File: config.mk
export PLATFORM = sky130hd
export DESIGN_NAME = mem_stage
export DESIGN_NICKNAME = d
export VERILOG_FILES = /design/src/rtl/mem_stage_pkg.sv /design/src/rtl/mem_out_reg.sv /design/src/rtl/mem_stage.sv
export SDC_FILE = /design/constraint.sdc
export NUM_CORES = 1
export LEC_CHECK = 0
export CORE_ASPECT_RATIO = 0.75
export CORE_MARGIN = 3
export CORE_UTILIZATION = 30
export CTS_CLUSTER_DIAMETER = 150
export DETAILED_ROUTE_END_ITERATION = 10
export PLACE_DENSITY = 0.69
export REMOVE_ABC_BUFFERS = 1
export SETUP_SLACK_MARGIN = 0.1
export SLEW_MARGIN = 20
export SYNTH_ARGS = -nofsm -noshare
export SYNTH_HDL_FRONTEND = slang
export SYNTH_HIERARCHICAL = 1
export SYNTH_SLANG_ARGS = --single-unit
export TNS_END_PERCENT = 30
File: constraint.sdc
create_clock -name clk -period 1.75 [get_ports clk]
set_input_delay 0.35 -clock clk [delete_from_list [all_inputs] [get_ports clk]]
set_output_delay 0.35 -clock clk [all_outputs]
set_load 0.1 [all_outputs]
File: src/rtl/mem_stage_pkg.sv
// Shared types for the memory-access stage: request/writeback records and FSM states.
package mem_stage_pkg;

  typedef struct packed {
    logic        mem_read_ena;
    logic        mem_write_ena;
    logic        write_reg_need;
    logic [4:0]  write_reg_addr;
    logic [31:0] result;
    logic [31:0] write_data;
    logic [31:0] addr;
  } MEM_REQUIRE;

  typedef struct packed {
    logic        write_reg_need;
    logic [4:0]  write_reg_addr;
    logic [31:0] write_data;
  } WB_REQUIRE;

  typedef enum logic [1:0] {IDLE, REQ, WAIT} MEM_STATE;

  localparam logic [31:0] WORD_MASK = 32'hFFFF_FFFC;

endpackage

File: src/rtl/mem_out_reg.sv
// Writeback holding register with valid/ready handshake and the forwarding tap decode.
module mem_out_reg
  import mem_stage_pkg::*;
(
  input  logic        clk,
  input  logic        rst,
  input  logic        load_i,
  input  WB_REQUIRE   load_data_i,
  input  logic        out_ready_i,
  output logic        out_valid_o,
  output WB_REQUIRE   wb_o,
  output logic        fwd_valid_o,
  output logic [4:0]  fwd_addr_o,
  output logic [31:0] fwd_data_o
);

  logic      valid_q;
  WB_REQUIRE data_q;

  // NOTE: sequential state is written with <= so every flop samples pre-edge values.
  always_ff @(posedge clk) begin
    if (rst) begin
      valid_q <= 1'b0;
      data_q  <= '0;
    end else if (load_i) begin
      valid_q <= 1'b1;
      data_q  <= load_data_i;
    end else if (valid_q && out_ready_i) begin
      valid_q <= 1'b0;
    end
  end

  assign out_valid_o = valid_q;
  assign wb_o        = data_q;
  // r0 is hardwired zero, so it is never a forwarding source.
  assign fwd_valid_o = valid_q && data_q.write_reg_need && (data_q.write_reg_addr != 5'd0);
  assign fwd_addr_o  = data_q.write_reg_addr;
  assign fwd_data_o  = data_q.write_data;

endmodule

File: src/rtl/mem_stage.sv
// Memory-access pipeline stage: one load/store per accepted request, registered writeback output.
module mem_stage
  import mem_stage_pkg::*;
(
  input  logic        clk,
  input  logic        rst,
  input  logic        in_valid,
  output logic        in_ready,
  input  MEM_REQUIRE  mem_require,
  output logic        dmem_req,
  output logic        dmem_we,
  output logic [31:0] dmem_addr,
  output logic [31:0] dmem_wdata,
  input  logic        dmem_gnt,
  input  logic        dmem_rvalid,
  input  logic [31:0] dmem_rdata,
  output logic        out_valid,
  input  logic        out_ready,
  output WB_REQUIRE   wb_require,
  output logic        addr_err,
  output logic        fwd_valid,
  output logic [4:0]  fwd_addr,
  output logic [31:0] fwd_data
);

  MEM_STATE   state_q, state_d;
  MEM_REQUIRE req_q, req_d;
  logic       addr_err_q, addr_err_d;
  logic       accept, in_is_mem, req_is_load;
  logic       wb_load;
  WB_REQUIRE  wb_load_data;

  assign in_is_mem   = mem_require.mem_read_ena | mem_require.mem_write_ena;
  assign in_ready    = (state_q == IDLE) && (!out_valid || out_ready);
  assign accept      = in_valid && in_ready;
  // A request with both enables set is treated as a load.
  assign req_is_load = req_q.mem_read_ena;

  assign req_d      = accept ? mem_require : req_q;
  assign addr_err_d = accept && in_is_mem &&
                      ((mem_require.addr[1:0] != 2'b00) ||
                       (mem_require.mem_read_ena && mem_require.mem_write_ena));

  // NOTE: the input register is reset too, so the dmem_* buses read zero out of reset.
  always_ff @(posedge clk) begin
    if (rst) begin
      state_q    <= IDLE;
      req_q      <= '0;
      addr_err_q <= 1'b0;
    end else begin
      state_q    <= state_d;
      req_q      <= req_d;
      addr_err_q <= addr_err_d;
    end
  end

  // NOTE: every always_comb output gets a default first, so no latch is inferred.
  always_comb begin
    state_d = state_q;
    unique case (state_q)
      IDLE:    if (accept && in_is_mem) state_d = REQ;
      REQ:     if (dmem_gnt) state_d = req_is_load ? WAIT : IDLE;
      WAIT:    if (dmem_rvalid) state_d = IDLE;
      default: state_d = IDLE;
    endcase
  end

  always_comb begin
    dmem_req     = 1'b0;
    wb_load      = 1'b0;
    wb_load_data = '0;
    unique case (state_q)
      IDLE: begin
        if (accept && !in_is_mem) begin
          wb_load      = 1'b1;
          wb_load_data = '{mem_require.write_reg_need, mem_require.write_reg_addr,
                           mem_require.result};
        end
      end
      REQ: begin
        dmem_req = 1'b1;
        if (dmem_gnt && !req_is_load) begin
          wb_load      = 1'b1;
          wb_load_data = '{1'b0, req_q.write_reg_addr, req_q.result};
        end
      end
      WAIT: begin
        if (dmem_rvalid) begin
          wb_load      = 1'b1;
          wb_load_data = '{req_q.write_reg_need, req_q.write_reg_addr, dmem_rdata};
        end
      end
      default: ;
    endcase
  end

  // Address, data and direction come straight from the input register, which only
  // changes on accept, so they stay stable for the whole REQ phase.
  assign dmem_we    = req_q.mem_write_ena && !req_q.mem_read_ena;
  assign dmem_addr  = req_q.addr & WORD_MASK;
  assign dmem_wdata = req_q.write_data;
  assign addr_err   = addr_err_q;

  mem_out_reg u_out_reg (
    .clk         (clk),
    .rst         (rst),
    .load_i      (wb_load),
    .load_data_i (wb_load_data),
    .out_ready_i (out_ready),
    .out_valid_o (out_valid),
    .wb_o        (wb_require),
    .fwd_valid_o (fwd_valid),
    .fwd_addr_o  (fwd_addr),
    .fwd_data_o  (fwd_data)
  );

endmodule

* Word level (Yosys, flattened, before mapping)
Index checks and enable logic that the tools add are counted.
** Storage, ports and cells
- Register bits after elaboration :: 146
- Word-level logic and storage cells :: 56
- Output and inout port bits :: 145
** Cells by class
- Equal/unequal tests :: 5
- Bitwise gates (word level) :: 1
- Mux-type cells :: 16
- Reduce and logical (&&, ||, !) cells :: 21
** Operators with widths (count)
- $pmux W38 S3 :: 1
- $mux W38 :: 2
- $mux W37 :: 1
- $logic_and A1 B1 Y1 :: 11
- $mux W2 :: 4
- $mux W1 :: 6
- $pmux W2 S3 :: 1
- $reduce_bool A5 Y1 :: 1
- $ne A2 B2 Y1 const B :: 2
- $reduce_bool A2 Y1 :: 2
- $logic_not A1 Y1 :: 3
- $pmux W1 S3 :: 1
- $reduce_and A3 Y1 :: 1
- $eq A2 B1 Y1 const B :: 1
- $eq A2 B2 Y1 const B :: 1
- $logic_not A2 Y1 :: 1
- $logic_or A1 B1 Y1 :: 2
- $ne A2 B1 Y1 const B :: 1
- $or A1 B1 Y1 :: 1

* Depth between registers and ports, before layout
- Depth in word-level cells :: 8
- Gate-level depth with buffers :: 10

* Cells and area by module
Netlist, hierarchy kept.
** Modules (own cells, without submodules)
- mem_stage :: cells each 616, area each 5855.6 um^2, sequential area each 2102.0 um^2, instances 1
- mem_out_reg :: cells each 166, area each 1681.6 um^2, sequential area each 780.7 um^2, instances 1

* Least setup slack after synthesis
Ideal clock, no wire load.
- Kind :: reg2out
- Start point :: reg u_out_reg.valid_q (netlist: u_out_reg/out_valid_o)
- End point :: out in_ready
- Arrival time :: 2.993 ns
- Cell stages (with the launch flop) :: 3
- Buffers on the path :: 0
- Path slack :: -1.593 ns
- Cells stage by stage :: dfxtp_1 -> nor2b_2 -> nor3_1
** On the way
- Longest elaborated chain between the ends :: 3
** RTL lines
- start, declared :: RTL line mem_out_reg.sv:17 : logic valid_q;
- start signal, assigned :: RTL line mem_out_reg.sv:23 : valid_q <= 1'b0;
- start signal, assigned :: RTL line mem_out_reg.sv:26 : valid_q <= 1'b1;
- start signal, assigned :: RTL line mem_out_reg.sv:29 : valid_q <= 1'b0;
- $logic_not A1 Y1 :: RTL line mem_stage.sv:34 : assign in_ready = (state_q == IDLE) && (!out_valid || out_ready);
- $logic_or A1 B1 Y1 :: RTL line mem_stage.sv:34
- $logic_and A1 B1 Y1 :: RTL line mem_stage.sv:34
- end, declared :: RTL line mem_stage.sv:8 : output logic in_ready,
No other way between the ends.

* Worst setup path in the final report
- Start point :: reg u_out_reg.data_q (netlist bit u_out_reg/fwd_addr_o[0])
- End point :: out fwd_valid
** On the way
- Longest elaborated chain between the ends :: 2
** RTL lines
- start, declared :: RTL line mem_out_reg.sv:18 : WB_REQUIRE data_q;
- start signal, assigned :: RTL line mem_out_reg.sv:27 : data_q <= load_data_i;
- $reduce_bool A5 Y1 :: RTL line mem_out_reg.sv:36 : assign fwd_valid_o = valid_q && data_q.write_reg_need && (data_q.write_reg_addr != 5'd0);
- $logic_and A1 B1 Y1 :: RTL line mem_out_reg.sv:36
- end, declared :: RTL line mem_stage.sv:21 : output logic fwd_valid,
No other way between the ends.

==> metrics list <==
- Worst-path maximum fanout: 2
- For this block, the routed nets add up to ~22,000 um of wire.
* Number of setup violations in the final report: 1
- Kind of end point of the critical path: output port
- Site row count: about 50
- The cell sitting at the root of the clock tree is a clkbuf_16.
* Clock network fraction of total power: about a third
* Multiplexer area fraction after synthesis: approximately 19%
- In the post-route analysis, the smallest setup slack over all paths is -0.222 ns.
- Cell internal power dissipation: slightly below 0.007 W
* DRC violations left: 0
- Yosys synthesis warning count: 6
- Routed met3 length: about 1500 um
- Buffer depth of the longest clock path: 2
- Layout overhead on the synthesized area: 64.0%
- For this design, the sink count on the clock tree is about 140.
- Register-to-Register Setup Slack: approximately 0.07 ns
- In the finished design, the share of the clock period the worst path needs comes to 113%.
- TritonCTS created 17 clock buffers.
* Die area: around 27,000 sq um
- The checks that failed: negative setup slack.
- The critical path goes through or3_1 -> o311a_1 -> buf_12.
* Number of distinct standard cells referenced by the synthesized netlist: 30
- The worst setup path is launched from a register.
- In this run, post-CTS hold repair placed 0 buffers.
- TritonCTS built the clock tree.
- After Yosys synthesis, full adders, half adders and majority gates account for 0% of the synthesized area.
- Register area: 2890 sq um
- In this run the power spent charging and discharging nets is 0.00331 W.
- On the critical path, the stage with the largest delay is an instance of or3_1.
- Sequential share of power: a little over a third
* Drt first pass iters: 4
* DPL Wire Length: approximately 16,000 um
- Fraction of power spent switching nets: 32.6%
* CTS H-tree lvls: 4
- STA puts the critical path data arrival time at 1.62 ns.
- Clock-pin slew was measured on the worst setup and hold paths at 0.06 ns.
- Part of the power in combinational logic: about 29%
- Via count of the first global-routing pass: 6,003
* Final-layout fill cell count: roughly 2,200
- Fin. max-slew vios: 0
- Die Ht: 143 um
* Top Metal Used: met4
- Largest incremental delay on the critical path: 0.36 ns
- At the worst endpoint, the required time is roughly 1.4 ns.
- At the end of routability-driven placement, the weighted congestion stood at around 0.76.
* Worst setup path class: reg2out
- In this run the mean area of a mapped cell was 9.64 sq um.
- Cells fill approximately 50% of the core in the end.
- GRT Util Overall: 16.0%
- Wire per inst: between 15 and 20 um
- Worst VDD drop: a little over 0.6 mV
- The synthesized netlist devotes under 10% of its cell area to compound gates.
* Number of synthesized register bits: between 100 and 150
- Wire segments on met2 add up to 10,300 um in the final route.
* Seq/Total Area, Yosys: between 30% and 40%
- Clock latency on the worst-skew pair, taken at its later pin, is 0.43 ns.
- Syn Std Cell Area: around 7500 sq um
- In the routed layout, each cell is associated on average with a via count of between 4 and 5.
* Setup Total Neg Slack: -0.222 ns
* Share of layout cells above drive strength 1: around a quarter
- The flow ran to the end, but the final reports show violations.
- For this design the static power due to leakage is roughly 5.1 nW.
* Core Region: between 20,000 and 25,000 sq um
* Final net count: between 1,000 and 1,500
- Static timing analysis puts the maximum clock frequency at ~510 MHz.
- The tightest min-delay check is of the in2reg type.
- On the final layout, the worst clock skew is between 0.008 and 0.009 ns.
* Number of max-cap violations: 0
- By area, the combinational part of the netlist is dominated by simple AND/OR/NAND/NOR gates.
- Yosys mapped a number of flops with a built-in enable equal to 0.
* Number of antenna violations at the first check in global routing: 1
- Pin count of the biggest net entering global routing: 110
* Horizontal die dimension: approximately 190 um
- Summing all multi-input logic gate instances after layout gives 3610 sq um.
- For this design the top-level I/O count stands at ~290.
- After layout, the minimum clock period comes to between 1.5 and 2 ns.
* Final hold viol count: 0
- Power per standard cell area: between 800 and 900 nW/um^2
- Hold slack: about 0.27 ns
* Detailed router's first-iteration violation count: about 230
* Remaining global-route overflow: 0
- In this run the tool buffered the top-level ports with about 280 buffer cells.
* Setup repair after global routing missed its margin: yes
* Number of vias after detailed routing: 5,865
* Wire length on met1: 10,300 um
- Simple logic cell fraction of the synthesized area: between 20 and 25%
- In the synthesized netlist the async set-or-reset flop fraction comes to 0%.
- Area share of xor/xnor cells in the synthesized design: 0%
* Overall power consumption: 0.0102 W
* Post-route ant nets: 0
- The first global-routing pass estimated ~34,000 um of wire.
- Initial cell density of the core: between 30% and 40%
* Cell count after synthesis: 782
- Top FF cell, synth: dfxtp_1
==> critical path, delay by kind of cell (launching register included) <==
family | cells | cell delay [ns]
compound gates | 1 | 0.34
buf+inv | 1 | 0.18
flops | 1 | 0.32
simple gates | 1 | 0.36
==> cells in the mapped netlist, drive strengths merged (2+ instances only) <==
master | n | area share [%]
clkbuf | 28 | 1.4
a21o | 32 | 3.2
and3b | 3 | 0.35
nor2 | 43 | 2.1
nand2b | 205 | 17
a22o | 39 | 4.5
dfxtp | 144 | 38
buf | 130 | 13
nor2b | 2 | 0.20
or2 | 2 | 0.17
mux2i | 140 | 19
==> cells by family (layout without fill, tap and decap cells) <==
kind of cell	count (synthesis)	count (layout)
DFF	144	144
AOI/OAI and AO/OA	76	76
and+or+nand+nor	262	262
muxes	140	140
buffers and inverters	159	364
other	1	3
==> registers in the layout (all words and copies together) (netlist names) <==
name and flops:
u_out_reg/wb_o 1, state_q 2, dmem_wdata 32, dmem_addr 30, u_out_reg/fwd_addr_o 5, req_q 39
u_out_reg/out_valid_o 1, req_is_load 1, u_out_reg/fwd_data_o 32, addr_err 1
==> power groups by stage <==
| stage | logic [W] | registers, W | clock network, W |
|---|---|---|---|
| 6_report | 0.00296 | 0.00366 | 0.00353 |
| 5_1_grt | 0.00308 | 0.00369 | 0.00380 |
| 4_1_cts | 0.00292 | 0.00367 | 0.00366 |
| 3_5_place_dp | 0.00289 | 0.00374 | 0 |
| 3_3_place_gp | 0.00287 | 0.00373 | 0 |
| 2_1_floorplan | 0.000736 | 0.00463 | 0 |
==> final cells by class <==
| cell class | instances | share of cell area, % |
|---|---|---|
| sequential | 144 | 23.4 |
| clock inverter | 10 | 0.699 |
| multi-input combinational | 480 | 29.2 |
| timing repair buffer | 331 | 39.4 |
| clock buffer | 22 | 3.84 |
| tap | 331 | 3.35 |
| antenna | 1 | 0.0202 |
| inverter | 1 | 0.0304 |
==> layer usage <==
layer  vias to the layer above  GRT usage [%]
met3                        18           5.40
li1                       2871              -
met4                         0           4.74
met5                         -              0
met2                       174           25.6
met1                      2802           20.7
==> metrics by stage <==
step / setup WS [ns] / area, sq um / cells
after floorplan: -3.23 / 6460 / 625
after global placement: -0.369 / 11600 / 1280
after detailed placement: -0.416 / 11600 / 1280
after CTS: -0.269 / 12200 / 1313
after global routing: -0.287 / 12400 / 1320
final: -0.222 / 12400 / 1320
==> what timing repair did <==
action                                  in CTS  in global routing
endpoints found under the setup margin      42                 41
cloned                                       1                  4
pin swaps                                    1                 32
setup buffers                                0                  3
resized for setup                           13                 17
==> worst paths after layout <==
path,start,end,depth (start not counted)
worst max-delay path,u_out_reg/fwd_addr_o[0],fwd_valid,3
worst min-delay path,dmem_gnt,state_q[1],3
worst min register to register,req_q[64],req_q[64],2
worst max register to register,state_q[0],u_out_reg/fwd_data_o[24],6
==> placed cells by master, fill, tap and decap left out, types with 5 or more instances in the layout <==
master           synthesis  final
clkbuf_16                0     21
clkdlybuf4s50_1          0    136
mux2i_1                140    138
buf_4                  103     29
dfxtp_1                144    140
nor2_1                  43     42
a22o_1                  39     39
nand2b_1               205    205
a21o_1                  32     32
buf_12                   1    154
clkinv_2                 0      5
Note: power is estimated with default switching activity, not from simulation.
